===== src/rtl/spm_pkg.sv =====
// Shared types and sizing helpers for the spm product collector.
package spm_pkg;

  typedef enum logic [1:0] {IDLE, WAIT, SHIFT, DONE} spm_coll_state_t;

  // LAT is limited to 1..15, so a 4-bit down-counter covers the WAIT phase.
  localparam int LAT_CNT_W = 4;

  function automatic int cnt_width(input int width);
    return $clog2(2 * width) + 1;
  endfunction

endpackage


===== src/rtl/spm_sipo.sv =====
// LSB-first serial-in/parallel-out shift register: new bits enter at the MSB and move right.
module spm_sipo #(
  parameter int N = 8
) (
  input  logic         clk,
  input  logic         rst,
  input  logic         shift_en,
  input  logic         clear,
  input  logic         sin,
  output logic [N-1:0] data
);

  always_ff @(posedge clk) begin
    if (rst) begin
      data <= '0;
    end else if (clear) begin
      data <= '0;
    end else if (shift_en) begin
      data <= {sin, data[N-1:1]};
    end
  end

endmodule


===== src/rtl/spm_product_collector.sv =====
// Rebuilds the 2*WIDTH-bit product from spm's LSB-first serial stream and offers it on a
// valid/ready port.
//
//   state | meaning
//   IDLE  | waiting for a start pulse
//   WAIT  | start seen, counting down the LAT-1 cycles before the first p bit
//   SHIFT | sampling p into the shift register, one bit per cycle
//   DONE  | product held on prod until the consumer takes it
module spm_product_collector
  import spm_pkg::*;
#(
  parameter int WIDTH = 32,
  parameter int LAT   = 1
) (
  input  logic                 clk,
  input  logic                 rst,
  input  logic                 start,
  input  logic                 p,
  output logic [2*WIDTH-1:0]   prod,
  output logic                 prod_valid,
  input  logic                 prod_ready,
  output logic                 busy,
  output logic                 start_drop
);

  localparam int PW = 2 * WIDTH;
  localparam int CW = cnt_width(WIDTH);
  localparam logic [CW-1:0]        LAST_IDX = CW'(PW - 1);
  localparam logic [LAT_CNT_W-1:0] LAT_LOAD = LAT_CNT_W'((LAT > 1) ? (LAT - 2) : 0);
  localparam spm_coll_state_t      LAUNCH_STATE = (LAT > 1) ? WAIT : SHIFT;

  spm_coll_state_t state, state_nxt;

  logic [CW-1:0]        cnt;
  logic [LAT_CNT_W-1:0] lat_cnt;
  logic [PW-1:0]        sr;
  logic [PW-1:0]        sr_next;
  logic                 sr_clear;
  logic                 sr_shift;
  logic                 prod_load;
  logic                 drop_nxt;
  logic                 handshake;
  logic                 last_sample;

  assign prod_valid  = (state == DONE);
  assign busy        = (state != IDLE);
  assign handshake   = prod_valid & prod_ready;
  assign last_sample = (cnt == LAST_IDX);
  // The final product includes the bit arriving in the last SHIFT cycle.
  assign sr_next     = {p, sr[PW-1:1]};

  spm_sipo #(.N(PW)) u_sipo (
    .clk      (clk),
    .rst      (rst),
    .shift_en (sr_shift),
    .clear    (sr_clear),
    .sin      (p),
    .data     (sr)
  );

  always_comb begin
    state_nxt = state;
    sr_clear  = 1'b0;
    sr_shift  = 1'b0;
    prod_load = 1'b0;
    drop_nxt  = 1'b0;
    case (state)
      IDLE: begin
        if (start) begin
          state_nxt = LAUNCH_STATE;
          sr_clear  = 1'b1;
        end
      end
      WAIT: begin
        drop_nxt = start;
        if (lat_cnt == '0) state_nxt = SHIFT;
      end
      SHIFT: begin
        drop_nxt = start;
        sr_shift = 1'b1;
        if (last_sample) begin
          prod_load = 1'b1;
          state_nxt = DONE;
        end
      end
      DONE: begin
        if (handshake) begin
          if (start) begin
            state_nxt = LAUNCH_STATE;
            sr_clear  = 1'b1;
          end else begin
            state_nxt = IDLE;
          end
        end else begin
          drop_nxt = start;
        end
      end
      default: state_nxt = IDLE;
    endcase
  end

  always_ff @(posedge clk) begin
    if (rst) begin
      state      <= IDLE;
      cnt        <= '0;
      lat_cnt    <= '0;
      prod       <= '0;
      start_drop <= 1'b0;
    end else begin
      state      <= state_nxt;
      start_drop <= drop_nxt;
      if (sr_clear) begin
        cnt     <= '0;
        lat_cnt <= LAT_LOAD;
      end else begin
        if (sr_shift) cnt <= cnt + 1'b1;
        if (state == WAIT && lat_cnt != '0) lat_cnt <= lat_cnt - 1'b1;
      end
      if (prod_load) prod <= sr_next;
    end
  end

endmodule


===== config.mk =====
export PLATFORM = sky130hd
export DESIGN_NAME = spm_product_collector
export DESIGN_NICKNAME = d
export VERILOG_FILES = /design/src/rtl/spm_pkg.sv /design/src/rtl/spm_sipo.sv /design/src/rtl/spm_product_collector.sv
export SDC_FILE = /design/constraint.sdc
export NUM_CORES = 1
export LEC_CHECK = 0
export CELL_PAD_IN_SITES_DETAIL_PLACEMENT = 1
export CELL_PAD_IN_SITES_GLOBAL_PLACEMENT = 2
export CORE_ASPECT_RATIO = 0.9
export CORE_MARGIN = 2
export CORE_UTILIZATION = 34
export DETAILED_ROUTE_END_ITERATION = 8
export PLACE_DENSITY_LB_ADDON = 0.1
export REMOVE_ABC_BUFFERS = 1
export SKIP_CTS_REPAIR_TIMING = 1
export SLEW_MARGIN = 10
export SYNTH_ARGS = -nofsm -noshare
export SYNTH_HDL_FRONTEND = slang
export SYNTH_HIERARCHICAL = 1
export SYNTH_SLANG_ARGS = --single-unit

===== constraint.sdc =====
create_clock -name clk -period 1.99 [get_ports clk]
set_input_delay 0.398 -clock clk [delete_from_list [all_inputs] [get_ports clk]]
set_output_delay 0.398 -clock clk [all_outputs]
set_load 0.05 [all_outputs]

# Word-level counts from Yosys, hierarchy flattened
# Index checks and enable logic that the tools add are counted.
[totals] register_bits=142 inputBits=5 output_inout_bits=67 elab_cells=39
[classes] add_sub_neg=2 eq_ne=8 n_mux=14 bitwise_logic=1 n_reduce_logical=8
[ops] op="two-way mux 2 bit" n=5
[ops] op="case mux 2 bit (4 select lines)" n=1
[ops] op="adder 7 x 1 -> 7 bit (second input constant)" n=1
[ops] op="equality test 7 x 6 -> 1 bit (second input constant)" n=1
[ops] op="two-way mux 1 bit" n=6
[ops] op="!= test 2 bit (second input constant)" n=3
[ops] op="equality test 2 bit (second input constant)" n=2
[ops] op="logical NOT 4 bit" n=1
[ops] op="case mux 1 bit (2 select lines)" n=2
[ops] op="AND reduction 4 bit" n=1
[ops] op="nonzero test 4 bit" n=1
[ops] op="OR reduction 2 bit" n=2
[ops] op="subtractor 4 x 1 -> 4 bit (second input constant)" n=1
[ops] op="equality test 2 x 1 -> 1 bit (second input constant)" n=1
[ops] op="logical NOT 2 bit" n=1
[ops] op="!= test 2 x 1 -> 1 bit (second input constant)" n=1
[ops] op="nonzero test 2 bit" n=1
[ops] op="AND 1 bit" n=1
[ops] op="logical AND 1 bit" n=1

# Logic depth before layout (Yosys ltp)
[depth] ltp_word=5 depth_mapped=9 ltp_nobuf=6

# Modules after synthesis
# Netlist, hierarchy kept.
[by_module_without_submodules] mod="spm_product_collector" n_inst=1 cells_each=356 area_per_inst_um2=2965.3 seq_area_each_um2=1561.5
[by_module_without_submodules] mod="spm_sipo" n_inst=1 cells_each=207 area_per_inst_um2=2348.5 seq_area_each_um2=1281.2

# Least setup slack after synthesis
# OpenSTA, ideal clock, no wires.
[synth_timing] path_kind="register to register" start="register state[0]" end="register cnt[0]" setup_time_ns=0.128 arrival_time_ns=1.691 required_time_ns=1.862 slack_ns=0.172 stages_incl_launch_ff=7 path_buffers=1 period_less_slack_ns=1.818 path_cell_list="dfxtp_1 > ha_1 > nand2_1 > a211oi_1 > or2_2 > clkbuf_1 > nor2_1"
[synth_via] elab_chain_cells=5 elab_cells_between_ends=8 cone_classes="2 x eq/ne; 3 x mux; 1 x bitwise; 2 x reduce/logical"
[synth_lines] item="start: declaration" line_no="spm_product_collector.sv:32" rtl="spm_coll_state_t state, state_nxt;"
[synth_lines] item="start signal: assignment" line_no="spm_product_collector.sv:110" rtl="state <= state_nxt;"
[synth_lines] item="equality test 2 bit *" line_no="spm_product_collector.sv:45" rtl="assign prod_valid = (state == DONE);"
[synth_lines] item="net prod_valid" line_no="spm_product_collector.sv:20" rtl="output logic prod_valid,"
[synth_lines] item="AND 1 bit" line_no="spm_product_collector.sv:47" rtl="assign handshake = prod_valid & prod_ready;"
[synth_lines] item="two-way mux 1 bit" line_no="spm_product_collector.sv:87" rtl="if (handshake) begin"
[synth_lines] item="case mux 1 bit (2 select lines) *" line_no="spm_product_collector.sv:67" rtl="case (state)"
[synth_lines] item="net sr_clear" line_no="spm_product_collector.sv:38" rtl="logic sr_clear;"
[synth_lines] item="OR reduction 2 bit (no line) *"
[synth_lines] item="end signal: assignment" line_no="spm_product_collector.sv:116" rtl="if (sr_shift) cnt <= cnt + 1'b1;"
[synth_lines] item="end: declaration" line_no="spm_product_collector.sv:34" rtl="logic [CW-1:0] cnt;"
# The timed path passes the listed nets; every way through them passes the cells marked *.
# A chain may end at the register's enable or synchronous reset.

# Worst setup path in the final report
[layout_timing] start="register prod[59]" end="output port prod[59]"
[layout_rtl] item="start: declaration" line_no="spm_product_collector.sv:19" rtl="output logic [2*WIDTH-1:0] prod,"
[layout_rtl] item="start signal: assignment" line_no="spm_product_collector.sv:119" rtl="if (prod_load) prod <= sr_next;"
# No word-level cell between the ends.

==> run metrics <==
first-pass GRT wire length=20,200 um; CTS tree=yes; Ys Warns=6; Final min period=1940 ps; worst-margin pin slew=521 ps; Post-Syn Area per Cell=9.43 um2; clock sink count=141; Final Cell Area=6830 um2; commonest cells after routing, fill and taps aside=141 x dfxtp_1, 134 x nand2_1, 74 x nor2_1; Fmax=517 MHz; # rows=43; remaining antenna violation count after routing=0; worst hold path type=primary input to flip-flop; IO Count=72; initial antenna violation count=0; Post-Place Cells=806; Die Y=122 um; Final Hold Viols=0; NetSw=0.00135 W; register area=2820 um2; Int Pwr=0.00525 W; clock network fraction of total power=52.7%; total wire length=11,900 um; cell at the slowest stage of the critical path=clkdlybuf4s50_1; top layer in use=met4; mapped cell area=5280 um2; GPL Wtd Cong=0.661; Vias/cell=4.59; Setup Crit Path Kind=flip-flop to output pin; Clock Pin Slew Worst Setup and Hold Paths=60 ps; number of global-route vias before repair=4,060; Comb pwr share=4.4%; WP data arrival=1540 ps; layout cells sized above 1=8.18%; endpoint type of the worst setup path=output pin; delay-heaviest family, CP=buffers and inverters; die span in x=135 um; P_leak=3.47 nW; placed instance area=6030 um2; DR vias=3,846; Tcrit/Tclk final=97.3%; endpoints failing setup=0; status=completed; Cell Count, Final, Fillers Out=838; dpl hpwl=7250 um; sw frac=20.4%; Worst EP required=1590 ps; depth of the CTS H-tree=4; filler cell count=1,745; Bufs on Longest Clock Path=2; Flop pwr share=43.0%; CP Launch Type=flip-flop; Initial Utilization=34.6%; worst-path cell chain=clkdlybuf4s50_1; Peak VDD IR=731 uV; TritonCTS Buffers=17; Post-Syn Instances=560; Buf/Inv on CP=1; Syn-to-layout area delta=29.4%; number of diodes=0; Worst Skew=7.08 ps; Met2 Routed Length=5490 um; Metal-1 WL=5850 um; RSZ-0062 raised after global routing=false; Slowest Stage Delay on Critical Path=800 ps; total gr overflow=0; full die area=16,500 um2; nets=635; Power Density=967 nW/um2; Crit Path Max Fanout=2; commonest non-fill, non-tap cell in the layout=dfxtp_1; met3 routed WL=445 um; routed len/inst=14.3 um; final core utilization=44.7%; Starting DRT DRC Count=117; Overall Global Routing Usage=15.6%; Worst-Skew Late Latency=410 ps; Core Region=15,300 um2; Root Driver=clkbuf_16; largest net degree at the start of global routing=70; max_cap viols=0; worst rel slew slack=65.2%; IO Port Bufs=71; fin. max-slew vios=0; footprint of the multi-input gates=2090 um2; number of remaining DRC errors=0; First-pass DRT Iterations=4
==> power groups by stage <==
stage	sequential [W]	clock [W]	combinational (W)
2_1_floorplan	0.00290	0	0.000197
3_3_place_gp	0.00290	0	0.000286
3_5_place_dp	0.00290	0	0.000291
4_1_cts	0.00284	0.00360	0.000294
5_1_grt	0.00284	0.00373	0.000312
6_report	0.00284	0.00348	0.000288
==> routing by layer <==
layer  track usage [%]  vias up
met5                 0        -
met4              5.66        0
met3              4.58       11
met2              24.8       59
met1              20.2     1816
li1                  -     1960
==> flip-flops by register name, summed over array words and instances, names as in the netlist <==
| signal | cells |
|---|---|
| lat_cnt | 4 |
| start_drop | 1 |
| cnt | 7 |
| prod | 64 |
| u_sipo/data | 63 |
| state | 2 |
==> per-stage QoR <==
step	setup WS [ps]	setup TNS [ps]	hold slack, ps	total power [W]
final	54.1	0	337	0.00661
after floorplan	-2780	-271830	425	0.00310
after detailed placement	34.8	0	448	0.00319
after CTS	-52.4	-336	331	0.00673
after global routing	0.306	0	348	0.00688
after global placement	60.0	0	442	0.00319
==> path summary, 6_finish.rpt <==
| path | from | depth (start not counted) | endpoint | slack, ps |
|---|---|---|---|---|
| max | prod[59] | 1 | prod[59] | 50 |
| min | rst | 2 | state[0] | 340 |
| max reg2reg | state[0] | 7 | cnt[5] | 170 |
| min reg2reg | prod[15] | 2 | prod[15] | 450 |
==> cell type report <==
cell class,count,share of cell area [%]
well taps,202,3.70
inverters,7,0.385
clock buffers,20,6.83
repair buffers,80,14.4
clock inverters,12,2.78
flip-flops and latches,141,41.3
multi-input cells,376,30.6
No activity file was read; power rests on OpenSTA's default activity.
